### config.mk
export PLATFORM = sky130hd
export DESIGN_NAME = control_pipeline
export DESIGN_NICKNAME = d
export VERILOG_FILES = /design/src/rtl/control_pipeline_pkg.sv /design/src/rtl/control_pipeline_hazard_unit.sv /design/src/rtl/control_pipeline.sv
export SDC_FILE = /design/constraint.sdc
export NUM_CORES = 1
export LEC_CHECK = 0
export ABC_CLOCK_PERIOD_IN_PS = 7000
export BUFFER_PORTS_ARGS = -buffer_cell sky130_fd_sc_hd__buf_2
export CORE_ASPECT_RATIO = 1.25
export CORE_MARGIN = 4
export CORE_UTILIZATION = 54
export CTS_CLUSTER_SIZE = 25
export DETAILED_ROUTE_END_ITERATION = 8
export GPL_TIMING_DRIVEN = 0
export PLACE_DENSITY = 0.94
export SYNTH_ARGS = -nofsm -noshare
export SYNTH_HDL_FRONTEND = slang
export SYNTH_HIERARCHICAL = 1
export SYNTH_SLANG_ARGS = --single-unit
### constraint.sdc
create_clock -name clk -period 7 [get_ports clk]
set_clock_uncertainty 0.1 [all_clocks]
set_input_delay 0.7 -clock clk [delete_from_list [all_inputs] [get_ports clk]]
set_output_delay 0.7 -clock clk [all_outputs]
set_load 0.05 [all_outputs]
### src/rtl/control_pipeline_pkg.sv
// rtl/control_pipeline_pkg.sv - shared encodings for the control pipeline
package control_pipeline_pkg;

  // Result select: which value the W stage writes back
  localparam logic [1:0] RESULT_ALU = 2'b00;
  localparam logic [1:0] RESULT_MEM = 2'b01;
  localparam logic [1:0] RESULT_PC4 = 2'b10;

  // ALU operation class handed to the ALU decoder
  localparam logic [1:0] ALUOP_ADD   = 2'b00;
  localparam logic [1:0] ALUOP_SUB   = 2'b01;
  localparam logic [1:0] ALUOP_FUNCT = 2'b10;

  // ALU operand source select
  localparam logic [1:0] FWD_RF = 2'b00;
  localparam logic [1:0] FWD_W  = 2'b01;
  localparam logic [1:0] FWD_M  = 2'b10;

  // The younger producer (M) always wins over the older one (W)
  function automatic logic [1:0] forward_select(input logic m_hit, input logic w_hit);
    if (m_hit) begin
      return FWD_M;
    end else if (w_hit) begin
      return FWD_W;
    end
    return FWD_RF;
  endfunction

endpackage

### src/rtl/control_pipeline_hazard_unit.sv
// rtl/control_pipeline_hazard_unit.sv - combinational stall, flush and forwarding decisions
module hazard_unit
  import control_pipeline_pkg::*;
#(
  parameter int REG_ADDR_W = 5
) (
  input  logic [REG_ADDR_W-1:0] Rs1D,
  input  logic [REG_ADDR_W-1:0] Rs2D,
  input  logic [REG_ADDR_W-1:0] Rs1E,
  input  logic [REG_ADDR_W-1:0] Rs2E,
  input  logic [REG_ADDR_W-1:0] RdE,
  input  logic [1:0]            ResultSrcE,
  input  logic                  JumpE,
  input  logic                  BranchE,
  input  logic                  ZeroE,
  input  logic                  RegWriteM,
  input  logic [REG_ADDR_W-1:0] RdM,
  input  logic                  RegWriteW,
  input  logic [REG_ADDR_W-1:0] RdW,
  output logic                  lwStall,
  output logic                  PCSrcE,
  output logic                  StallF,
  output logic                  StallD,
  output logic                  FlushD,
  output logic                  FlushE,
  output logic [1:0]            ForwardAE,
  output logic [1:0]            ForwardBE
);

  logic m_live;
  logic w_live;

  // x0 is hard-wired zero, so a write to it never creates a dependency
  assign m_live = RegWriteM && (RdM != '0);
  assign w_live = RegWriteW && (RdW != '0);

  // Load in E whose result is needed by the instruction in D: hold F/D, bubble E
  always_comb begin
    lwStall = 1'b0;
    if ((ResultSrcE == RESULT_MEM) && (RdE != '0) && ((RdE == Rs1D) || (RdE == Rs2D))) begin
      lwStall = 1'b1;
    end
  end

  assign PCSrcE = JumpE | (BranchE & ZeroE);
  assign StallF = lwStall;
  assign StallD = lwStall;
  assign FlushD = PCSrcE;
  assign FlushE = lwStall | PCSrcE;

  // Operand bypass from the nearest stage still holding an unwritten result
  always_comb begin
    ForwardAE = forward_select(m_live && (RdM == Rs1E), w_live && (RdW == Rs1E));
    ForwardBE = forward_select(m_live && (RdM == Rs2E), w_live && (RdW == Rs2E));
  end

endmodule

### src/rtl/control_pipeline.sv
// rtl/control_pipeline.sv - E/M/W control registers, hazard steering and event counters
module control_pipeline
  import control_pipeline_pkg::*;
#(
  parameter int REG_ADDR_W = 5,
  parameter int CNT_W      = 16
) (
  input  logic                  clk,
  input  logic                  rst_n,
  input  logic                  RegWriteD,
  input  logic                  MemWriteD,
  input  logic                  JumpD,
  input  logic                  BranchD,
  input  logic                  ALUSrcD,
  input  logic [1:0]            ResultSrcD,
  input  logic [1:0]            ALUOpD,
  input  logic [REG_ADDR_W-1:0] Rs1D,
  input  logic [REG_ADDR_W-1:0] Rs2D,
  input  logic [REG_ADDR_W-1:0] RdD,
  input  logic                  ZeroE,
  output logic                  ALUSrcE,
  output logic                  BranchE,
  output logic                  JumpE,
  output logic [1:0]            ALUOpE,
  output logic [REG_ADDR_W-1:0] Rs1E,
  output logic [REG_ADDR_W-1:0] Rs2E,
  output logic [REG_ADDR_W-1:0] RdE,
  output logic                  RegWriteM,
  output logic                  MemWriteM,
  output logic [1:0]            ResultSrcM,
  output logic [REG_ADDR_W-1:0] RdM,
  output logic                  RegWriteW,
  output logic [1:0]            ResultSrcW,
  output logic [REG_ADDR_W-1:0] RdW,
  output logic                  PCSrcE,
  output logic                  StallF,
  output logic                  StallD,
  output logic                  FlushD,
  output logic                  FlushE,
  output logic [1:0]            ForwardAE,
  output logic [1:0]            ForwardBE,
  output logic [CNT_W-1:0]      StallCount,
  output logic [CNT_W-1:0]      FlushCount
);

  logic       RegWriteE;
  logic       MemWriteE;
  logic [1:0] ResultSrcE;
  logic       lwStall;

  hazard_unit #(
    .REG_ADDR_W(REG_ADDR_W)
  ) u_hazard (
    .Rs1D      (Rs1D),
    .Rs2D      (Rs2D),
    .Rs1E      (Rs1E),
    .Rs2E      (Rs2E),
    .RdE       (RdE),
    .ResultSrcE(ResultSrcE),
    .JumpE     (JumpE),
    .BranchE   (BranchE),
    .ZeroE     (ZeroE),
    .RegWriteM (RegWriteM),
    .RdM       (RdM),
    .RegWriteW (RegWriteW),
    .RdW       (RdW),
    .lwStall   (lwStall),
    .PCSrcE    (PCSrcE),
    .StallF    (StallF),
    .StallD    (StallD),
    .FlushD    (FlushD),
    .FlushE    (FlushE),
    .ForwardAE (ForwardAE),
    .ForwardBE (ForwardBE)
  );

  // D->E register: a flush inserts an all-zero bubble in place of the decoded instruction
  always_ff @(posedge clk) begin
    if (!rst_n || FlushE) begin
      RegWriteE  <= 1'b0;
      MemWriteE  <= 1'b0;
      JumpE      <= 1'b0;
      BranchE    <= 1'b0;
      ALUSrcE    <= 1'b0;
      ResultSrcE <= RESULT_ALU;
      ALUOpE     <= ALUOP_ADD;
      Rs1E       <= '0;
      Rs2E       <= '0;
      RdE        <= '0;
    end else begin
      RegWriteE  <= RegWriteD;
      MemWriteE  <= MemWriteD;
      JumpE      <= JumpD;
      BranchE    <= BranchD;
      ALUSrcE    <= ALUSrcD;
      ResultSrcE <= ResultSrcD;
      ALUOpE     <= ALUOpD;
      Rs1E       <= Rs1D;
      Rs2E       <= Rs2D;
      RdE        <= RdD;
    end
  end

  // E->M and M->W registers advance every cycle; nothing downstream of E ever stalls
  always_ff @(posedge clk) begin
    if (!rst_n) begin
      RegWriteM  <= 1'b0;
      MemWriteM  <= 1'b0;
      ResultSrcM <= RESULT_ALU;
      RdM        <= '0;
      RegWriteW  <= 1'b0;
      ResultSrcW <= RESULT_ALU;
      RdW        <= '0;
    end else begin
      RegWriteM  <= RegWriteE;
      MemWriteM  <= MemWriteE;
      ResultSrcM <= ResultSrcE;
      RdM        <= RdE;
      RegWriteW  <= RegWriteM;
      ResultSrcW <= ResultSrcM;
      RdW        <= RdM;
    end
  end

  // Saturating counts of load-use stall cycles and taken-redirect cycles
  always_ff @(posedge clk) begin
    if (!rst_n) begin
      StallCount <= '0;
      FlushCount <= '0;
    end else begin
      if (lwStall && (StallCount != '1)) begin
        StallCount <= StallCount + CNT_W'(1);
      end
      if (PCSrcE && (FlushCount != '1)) begin
        FlushCount <= FlushCount + CNT_W'(1);
      end
    end
  end

endmodule
==> out/results.tsv, run 1 <==
stage	metric	value	unit
yosys	synth_top_family_by_area	simple AND/OR/NAND/NOR gates	
clock_network	path_clk_slew	0.07	ns
global_routing	grt_first_pass_wirelength	13.2	mm
finish	antenna_cells	0	
global_routing	grt_max_degree	13	
pwr	power.total	0.000855	W
yosys	ys.flop_type	dfxtp_1	
floorplan	ios	105	
yosys	postSynthAreaPerCell	9.48	µm²
timing	worst_pin_slew	0.791	ns
timing	max_slew_margin	0.466	
floorplan	die_width	76.9	µm
yosys	yosys.area_share.simple	0.278	
finish	fill_cells	443	
timing	fin_crit_sh	0.449	
yosys	synth_common_cells	dfxtp_1 (73), and2_1 (42), nand2_1 (26)	
route	wire_per_inst	15.2	µm
clock_network	clkLatencyLatePin	0.34	ns
timing	finalHoldViolations	0	
pwr	ir_drop	0.000141	V
critical_path	cp.arrival	2.34	ns
clock_network	hold_buffers	0	
placement	pre_cts_ws	3.67	ns
clock_network	h-tree-depth	3	
global_routing	overflow	0	
clock_network	numCtsBuffers	9	
pwr	switching_share	0.286	
route	routed_wl	7.97	mm
global_routing	grt_antenna_before_repair	0	
yosys	synth_seq_cells	73	
yosys	muxShareOfSynthArea	0.0406	
timing	min_period	3.14	ns
placement	place_congestion	0.880	
pwr	p_seq_frac	0.518	
critical_path	critPathKind	in2out	
clock_network	clockRootBuffer	clkbuf_8	
floorplan	fp.dieH	94.1	µm
clock_network	clock-sinks	73	
floorplan	die_area	0.00724	mm²
run	drv_cap	0	
yosys	synth_most_common_cell	dfxtp_1	
timing	setup_viol	0	
timing	slew_viol_final	0	
pwr	internal-power	0.000610	W
route	viasPerCell	5.58	
yosys	synthDominantCellAreaShare	0.456	
yosys	synth_fa_ha_area_frac	0.00781	
yosys	synth_nets	367	
route	drc	0	
timing	max_freq	0.318	GHz
critical_path	worstPathRequired	6.20	ns
route	first_iter_violations	198	
route	ant_nets	0	
hold_path	hp-class	reg2reg	
yosys	synth_area_leaders	dfxtp_1 (46%), and2_1 (8.2%), xor2_1 (6.6%)	
yosys	yosys.area.top_type	dfxtp_1	
floorplan	start_util	0.554	
clock_network	clk_path_buf_depth	2	
global_routing	grt.total_usage	0.224	
timing	whs	0.340	ns
critical_path	cp-end-kind	output pin	
finish	final_util	0.690	
pwr	power.leakage	1.87	nW
pwr	power_switching	0.000245	W
timing	rsz0062_at_grt	no	
floorplan	fp.coreArea	0.00578	mm²
floorplan	num_rows	31	
timing	setup_ws	3.86	ns
pwr	p_comb_frac	0.136	
critical_path	cp-start-kind	primary input	
critical_path	worstPathMaxFanout	3	
route	vias	2923	
pwr	power_density	214	mW/mm²
clock_network	cts_tree	built	
yosys	synthCells	338	
yosys	synth_warnings	6	
yosys	synth_compound_area_frac	0.107	
finish	fin_nets	482	
finish	drive_gt1_frac	0.297	
yosys	synth_area	0.00320	mm²
route	first_pass_iters	5	
global_routing	grt_pass1_vias	2875	
clock_network	cts.repair.resized	0	
clock_network	cts_setup_buffers	0	
yosys	postSynth.asyncResetShare	0	
status	status	finished, final reports clean	
pwr	clock_power_share	0.347	
timing	final.setup.tns	0	ns
yosys	ys_seq_area_frac	0.456	
placement	place.detailed.hpwl	6.02	mm
placement	port-buffer-count	104	
yosys	synth_xor_area_frac	0.0820	
yosys	synth_edf_count	0	
yosys	synth.distinct_cells	45	
finish	area_growth	24.5	%
==> per-stage QoR <==
stage,cell area [µm²],cells
6_report,3990,524
5_1_grt,3990,524
4_1_cts,3990,524
3_5_place_dp,3810,508
3_3_place_gp,3810,508
2_1_floorplan,3200,338
==> layout make-up <==
cell class              instances  area, µm²  share of cell area
plain buffers                  13       66.3              0.0166
clock buffers                  11        151              0.0380
clock inverters                 5       30.0             0.00753
inverters                       7       26.3             0.00659
multi-input cells             245       1650               0.414
flip-flops and latches         73       1460               0.366
well taps                      66       82.6              0.0207
repair buffers                104        520               0.130
==> worst max-delay path: stages <==
cell and delay (ns):
buf_2 0.12, xor2_1 0.15, nor3_1 0.20, a22oi_1 0.12, nor4_1 0.59, buf_4 0.21, buf_2 0.25
==> flip-flops by register name, indices dropped and copies added (netlist names) <==
name / flops
FlushCount: 16
RdW: 5
ResultSrcM: 2
RdM: 5
ResultSrcW: 2
ALUSrcE: 1
StallCount: 16
MemWriteM: 1
ResultSrcE: 2
RegWriteM: 1
ALUOpE: 2
MemWriteE: 1
Rs1E: 5
Rs2E: 5
RegWriteE: 1
RegWriteW: 1
JumpE: 1
RdE: 5
BranchE: 1
==> path summary, 6_finish.rpt <==
path / from / endpoint / slack [ns] / cells past startpoint
hold reg to reg: MemWriteE / MemWriteM / 0.34 / 1
setup / recovery: Rs2D[2] / StallF / 3.86 / 7
setup reg to reg: RdE[2] / StallCount[10] / 3.99 / 9
hold / removal: MemWriteE / MemWriteM / 0.34 / 1
==> cells by family after synthesis <==
kind of cell    after synthesis
buf+inv                      20
simple gates                146
flops                        73
fa+ha+maj                     2
mux                          13
compound gates               54
xor+xnor                     30
==> power by group through the flow <==
stage                     clock [W]  sequential (W)  combinational, W
after floorplan                   0        0.000490         0.0000436
after global placement            0        0.000452          0.000113
after detailed placement          0        0.000452          0.000116
after CTS                  0.000299        0.000443          0.000116
after global routing       0.000318        0.000445          0.000123
final                      0.000296        0.000443          0.000116
==> metal layers <==
| metal | wire [µm] | track usage |
|---|---|---|
| met1 | 3080 | 0.250 |
| met2 | 4140 | 0.396 |
| met3 | 643 | 0.0662 |
| met4 | 112 | 0.0921 |
| met5 | 0 | 0 |
==> layout by cell type (no fill, tap or decap), types with 2 or more instances in the layout <==
cell          n
o41ai_1       3
clkbuf_8     11
and2_1       42
and3_1        3
nand3_1      11
or3_1         6
buf_2       106
a21oi_1      17
buf_4         4
mux2i_1      13
nor4_2        2
nor3_1        2
o311ai_0      2
xnor2_1       6
nor2_1        6
o21ai_1       2
or4_4         2
clkbuf_1      7
clkinv_2      3
a31oi_1       4
dfxtp_1      73
and4_1        4
nand2_1      26
o31ai_1       5
a211oi_1      4
ha_1          2
o21ai_0       9
nor4_1        6
or4_1         9
inv_1         7
clkinvlp_4    2
xor2_1       24
or3_2         2
nand2b_1     12
nand4_1       8
No activity file was read; power rests on OpenSTA's default activity.
==> run 2, diff against run 1 <==
--- a/config.mk
+++ b/config.mk
@@ -5,15 +5,15 @@
 export SDC_FILE = /design/constraint.sdc
 export NUM_CORES = 1
 export LEC_CHECK = 0
-export ABC_CLOCK_PERIOD_IN_PS = 7000
+export ABC_CLOCK_PERIOD_IN_PS = 2800
 export BUFFER_PORTS_ARGS = -buffer_cell sky130_fd_sc_hd__buf_2
 export CORE_ASPECT_RATIO = 1.25
 export CORE_MARGIN = 4
-export CORE_UTILIZATION = 54
+export CORE_UTILIZATION = 45
 export CTS_CLUSTER_SIZE = 25
 export DETAILED_ROUTE_END_ITERATION = 8
 export GPL_TIMING_DRIVEN = 0
-export PLACE_DENSITY = 0.94
+export PLACE_DENSITY = 0.85
 export SYNTH_ARGS = -nofsm -noshare
 export SYNTH_HDL_FRONTEND = slang
 export SYNTH_HIERARCHICAL = 1
==> constraint.sdc (replaced) <==
create_clock -name clk -period 2.8 [get_ports clk]
set_clock_uncertainty 0.1 [all_clocks]
set_input_delay 0.28 -clock clk [delete_from_list [all_inputs] [get_ports clk]]
set_output_delay 0.28 -clock clk [all_outputs]
set_load 0.05 [all_outputs]
==> run 2 against run 1 <==
Effect of this change: sequential power increased to 2.5 times the previous value; first-iteration DRC count decreased by 46%; critical path type is now reg2reg; largest power group unchanged; core utilization decreased by 10 points.
==> out/results.tsv, run 2 (synthesis gave the netlist of run 1 again) <==
stage	metric	value	unit
clock_network	h-tree-depth	3	
status	status	finished, final reports clean	
finish	layout_commonest_cell	buf_2	
pwr	internal-power	0.00150	W
timing	max_slew_margin	0.570	
pwr	ir_drop	0.000371	V
timing	finalHoldViolations	0	
timing	min_period	2.60	ns
global_routing	grt_antenna_before_repair	0	
route	drc	0	
floorplan	fp.coreArea	0.00693	mm²
finish	fill_cells	628	
finish	antenna_cells	0	
pwr	clock_power_share	0.333	
placement	port-buffer-count	104	
floorplan	ios	105	
finish	drive_gt1_frac	0.317	
clock_network	path_clk_slew	0.07	ns
floorplan	num_rows	34	
timing	fin_crit_sh	0.928	
placement	place_congestion	0.869	
finish	final_cell_mix	buf_2 (106), dfxtp_1 (68), and2_1 (42)	
critical_path	worstPathMaxFanout	5	
clock_network	clockRootBuffer	clkbuf_8	
timing	whs	0.0360	ns
global_routing	grt_max_degree	12	
timing	final.setup.tns	0	ns
finish	area_growth	27.1	%
timing	setup_viol	0	
finish	top_regs	FlushCount x16, StallCount x16	
clock_network	clk_path_buf_depth	2	
floorplan	die_area	0.00854	mm²
pwr	power_density	516	mW/mm²
run	drv_cap	0	
critical_path	cp.arrival	2.77	ns
pwr	power_switching	0.000601	W
floorplan	fp.dieH	102	µm
clock_network	clkLatencyLatePin	0.34	ns
floorplan	die_width	83.5	µm
global_routing	grt_first_pass_wirelength	13.0	mm
hold_path	hp-class	in2reg	
pwr	switching_share	0.286	
clock_network	clock-sinks	73	
critical_path	worstPathRequired	2.97	ns
critical_path	cp-start-kind	flip-flop	
route	routed_wl	7.86	mm
route	ant_nets	0	
global_routing	overflow	0	
route	first_iter_violations	106	
timing	rsz0062_at_grt	no	
timing	slew_viol_final	0	
placement	place.detailed.hpwl	6.04	mm
clock_network	cts_tree	built	
global_routing	grt_pass1_vias	2773	
critical_path	critPathKind	reg2reg	
timing	worst_pin_slew	0.638	ns
finish	fin_nets	482	
pwr	p_seq_frac	0.527	
timing	max_freq	0.385	GHz
pwr	power.leakage	1.87	nW
route	vias	2833	
floorplan	start_util	0.462	
route	viasPerCell	5.18	
critical_path	cp-end-kind	flip-flop	
route	wire_per_inst	14.4	µm
global_routing	grt.total_usage	0.189	
clock_network	numCtsBuffers	9	
route	first_pass_iters	4	
pwr	p_comb_frac	0.140	
run 2: cell count changes in the layout (fill, tap and decap cells not counted), sizes merged:
cell | before | now
clkinvlp | 2 | 1
clkinv | 3 | 2
clkbuf | 18 | 19
run 2: final timing paths:
| kind | start | endpoint | slack [ns] | cells past startpoint |
|---|---|---|---|---|
| max | RdE[2] | StallCount[13] | 0.20 | 9 |
| min | RdD[0] | RdE[0] | 0.04 | 2 |
| max reg2reg | RdE[2] | StallCount[13] | 0.20 | 9 |
| min reg2reg | RegWriteE | RegWriteM | 0.34 | 1 |
run 2: cell type report:
cell class	instances	area [µm²]	area share
repair buffers	104	520	0.128
multi-input cells	245	1710	0.420
inverters	7	26.3	0.00645
plain buffers	13	66.3	0.0163
flip-flops and latches	73	1470	0.361
clock inverters	3	17.5	0.00430
clock buffers	12	145	0.0356
well taps	90	113	0.0276
run 2: through the flow:
stage	area [µm²]	util	std cells	total power (W)	setup WS, ns
after floorplan	3280	-	338	0.00134	-0.717
after global placement	3910	0.564	532	0.00142	0.135
after detailed placement	3910	0.564	532	0.00143	0.120
after CTS	4070	0.588	547	0.00213	0.138
after global routing	4070	0.588	547	0.00220	0.0433
final	4070	0.588	547	0.00210	0.202
run 2: repair_timing:
item                                    in CTS  in global routing
resized for setup                            0                  0
endpoints found under the setup margin       0                  1
hold buffers                                 0                  0
setup buffers                                0                  0
run 2: power by group through the flow:
stage	Combinational [W]	Clock (W)	Sequential, W
2_1_floorplan	0.000114	0	0.00123
3_3_place_gp	0.000291	0	0.00113
3_5_place_dp	0.000297	0	0.00113
4_1_cts	0.000297	0.000722	0.00111
5_1_grt	0.000315	0.000769	0.00111
6_report	0.000294	0.000699	0.00111
run 2: metal layers:
layer	up-vias	part of all wire	wire (µm)	GRT usage
met5	-	0	0	0
met4	0	0.016	125	0.0718
met3	11	0.058	458	0.0597
met2	82	0.51	4000	0.331
met1	1309	0.42	3280	0.218
li1	1431	-	-	-
run 2: critical path, stage by stage (launching register included):
cell and delay (ns):
dfxtp_4 0.36, xor2_1 0.16, nor3_1 0.22, a22oi_2 0.15, nor4_4 0.33, buf_4 0.20
and4_4 0.27, o2111ai_1 0.17, or4_1 0.44, a21oi_1 0.14
==> run 3, diff against run 2 <==
--- a/config.mk
+++ b/config.mk
@@ -5,15 +5,15 @@
 export SDC_FILE = /design/constraint.sdc
 export NUM_CORES = 1
 export LEC_CHECK = 0
-export ABC_CLOCK_PERIOD_IN_PS = 2800
+export ABC_CLOCK_PERIOD_IN_PS = 2600
 export BUFFER_PORTS_ARGS = -buffer_cell sky130_fd_sc_hd__buf_2
 export CORE_ASPECT_RATIO = 1.25
 export CORE_MARGIN = 4
-export CORE_UTILIZATION = 45
+export CORE_UTILIZATION = 50
 export CTS_CLUSTER_SIZE = 25
 export DETAILED_ROUTE_END_ITERATION = 8
 export GPL_TIMING_DRIVEN = 0
-export PLACE_DENSITY = 0.85
+export PLACE_DENSITY = 0.89
 export SYNTH_ARGS = -nofsm -noshare
 export SYNTH_HDL_FRONTEND = slang
 export SYNTH_HIERARCHICAL = 1
==> constraint.sdc (replaced) <==
create_clock -name clk -period 2.6 [get_ports clk]
set_clock_uncertainty 0.1 [all_clocks]
set_input_delay 0.26 -clock clk [delete_from_list [all_inputs] [get_ports clk]]
set_output_delay 0.26 -clock clk [all_outputs]
set_load 0.05 [all_outputs]
==> run 3 against run 2 <==
Effect of this change: first-iteration DRC count decreased by 6.6%; cell area increased by 5.1%; critical path depth unchanged; critical path type unchanged; clock power increased by 52%; highest routed layer unchanged; setup slack got worse by 0.19 ns; core utilization increased by 10 points; largest power group unchanged; combinational power increased by 15%; worst hold slack got worse by 0.016 ns; cell count increased by 0.55%; via count increased by 3.7%.
==> out/results.tsv, run 3 (synthesis gave the netlist of run 1 again) <==
stage	metric	value	unit
status	status	finished, final reports clean	
critical_path	crit_chain	xor2_1, nor3_2, a22oi_2, nor4_4, buf_4, and4_4, nand3_4, or4_4, a21oi_2	
finish	fill_cells	487	
global_routing	grt_first_pass_wirelength	12.8	mm
critical_path	path_delay_family	simple AND/OR/NAND/NOR gates	
hold_path	hp-class	in2reg	
timing	worst_pin_slew	0.765	ns
finish	area_growth	33.6	%
timing	rsz0062_at_grt	yes	
timing	finalHoldViolations	0	
placement	place_congestion	0.876	
timing	fin_crit_sh	0.996	
placement	place.detailed.hpwl	5.98	mm
clock_network	numCtsBuffers	9	
route	first_iter_violations	99	
clock_network	clockRootBuffer	clkbuf_8	
timing	final.setup.tns	0	ns
timing	min_period	2.59	ns
floorplan	num_rows	32	
critical_path	worstPathMaxFanout	7	
pwr	power_density	604	mW/mm²
finish	drive_gt1_frac	0.353	
critical_path	worstPathRequired	2.77	ns
clock_network	cts_tree	built	
global_routing	grt_antenna_before_repair	0	
floorplan	die_area	0.00776	mm²
floorplan	ios	105	
critical_path	cp-start-kind	flip-flop	
finish	multi_input_area	0.00178	mm²
route	vias	2938	
placement	pre_cts_ws	-0.140	ns
finish	top_regs	FlushCount x16, StallCount x16	
floorplan	fp.coreArea	0.00621	mm²
critical_path	critPathKind	reg2reg	
finish	final_cell_mix	buf_2 (105), dfxtp_1 (66), and2_1 (42)	
critical_path	cp-end-kind	flip-flop	
critical_path	critPathMaxStageDelay	0.50	ns
pwr	power.leakage	1.95	nW
critical_path	cp_num_buf_inv	1	
clock_network	clkLatencyLatePin	0.34	ns
global_routing	grt_pass1_vias	2670	
timing	setup_ws	0.0100	ns
global_routing	overflow	0	
clock_network	path_clk_slew	0.08	ns
finish	fin_nets	489	
run	drv_cap	0	
pwr	power.total	0.00259	W
finish	layout_commonest_cell	buf_2	
global_routing	grt_max_degree	14	
timing	setup_viol	0	
floorplan	start_util	0.516	
clock_network	h-tree-depth	3	
clock_network	clk_path_buf_depth	2	
timing	slew_viol_final	0	
route	viasPerCell	5.34	
critical_path	cp.arrival	2.76	ns
finish	ff_latch_area	0.00148	mm²
global_routing	grt.total_usage	0.205	
clock_network	clock-sinks	73	
timing	max_freq	0.386	GHz
floorplan	die_width	79.6	µm
pwr	ir_drop	0.000442	V
route	routed_wl	8.12	mm
route	wire_per_inst	14.8	µm
route	drc	0	
route	ant_nets	0	
critical_path	cpMaxStageDelayCell	or4_4	
finish	antenna_cells	0	
timing	max_slew_margin	0.485	
route	first_pass_iters	4	
placement	port-buffer-count	104	
floorplan	fp.dieH	97.5	µm
run 3: routing by layer:
layer	global-route usage	vias to the layer above	wire [µm]
li1	-	1449	-
met1	0.257	1370	3390
met2	0.340	104	4110
met3	0.0510	15	494
met4	0.0635	0	124
met5	0	-	0
run 3: area by class of cell:
cell class / instances / area share
buffer: 13 / 0.0155
clock buffer: 9 / 0.0289
clock inverter: 7 / 0.0275
inverter: 7 / 0.00614
multi-input combinational: 245 / 0.416
sequential: 73 / 0.345
tap: 85 / 0.0248
timing repair buffer: 111 / 0.136
run 3: final timing paths:
path / to / cells after the start / startpoint / slack [ns]
setup / recovery: StallCount[9] / 9 / RdE[4] / 0.01
setup reg to reg: StallCount[9] / 9 / RdE[4] / 0.01
hold reg to reg: RegWriteM / 1 / RegWriteE / 0.34
hold / removal: ResultSrcE[0] / 2 / ResultSrcD[0] / 0.02
run 3: metrics by stage:
step / hold WS (ns) / utilization / area, µm² / instances
detailed placement: 0.323 / 0.634 / 3940 / 527
finish: 0.0203 / 0.690 / 4280 / 550
floorplan: 0.281 / - / 3310 / 338
CTS: 0.00647 / 0.675 / 4190 / 544
global route: 0.0117 / 0.690 / 4280 / 550
global placement: 0.318 / 0.634 / 3940 / 527
run 3: worst reg2reg max path, cell delays in order, from the launching register on:
cell and delay (ns):
dfxtp_4 0.37, xor2_1 0.18, nor3_2 0.18, a22oi_2 0.13
nor4_4 0.36, buf_4 0.19, and4_4 0.28, nand3_4 0.11
or4_4 0.51, a21oi_2 0.14
run 3: timing repair:
item | in CTS | in global routing
hold endpoints to repair | 0 | 3
setup endpoints to repair | 6 | 6
pin swaps | 3 | 6
setup buffers | 1 | 3
gates resized for setup | 1 | 9
hold buffers | 0 | 3
run 3: power by group:
group | switching [W] | leakage, nW | internal (W)
Clock | 0.000417 | 0.124 | 0.000639
Sequential | 0.0000381 | 0.598 | 0.00115
Combinational | 0.000234 | 1.22 | 0.000105
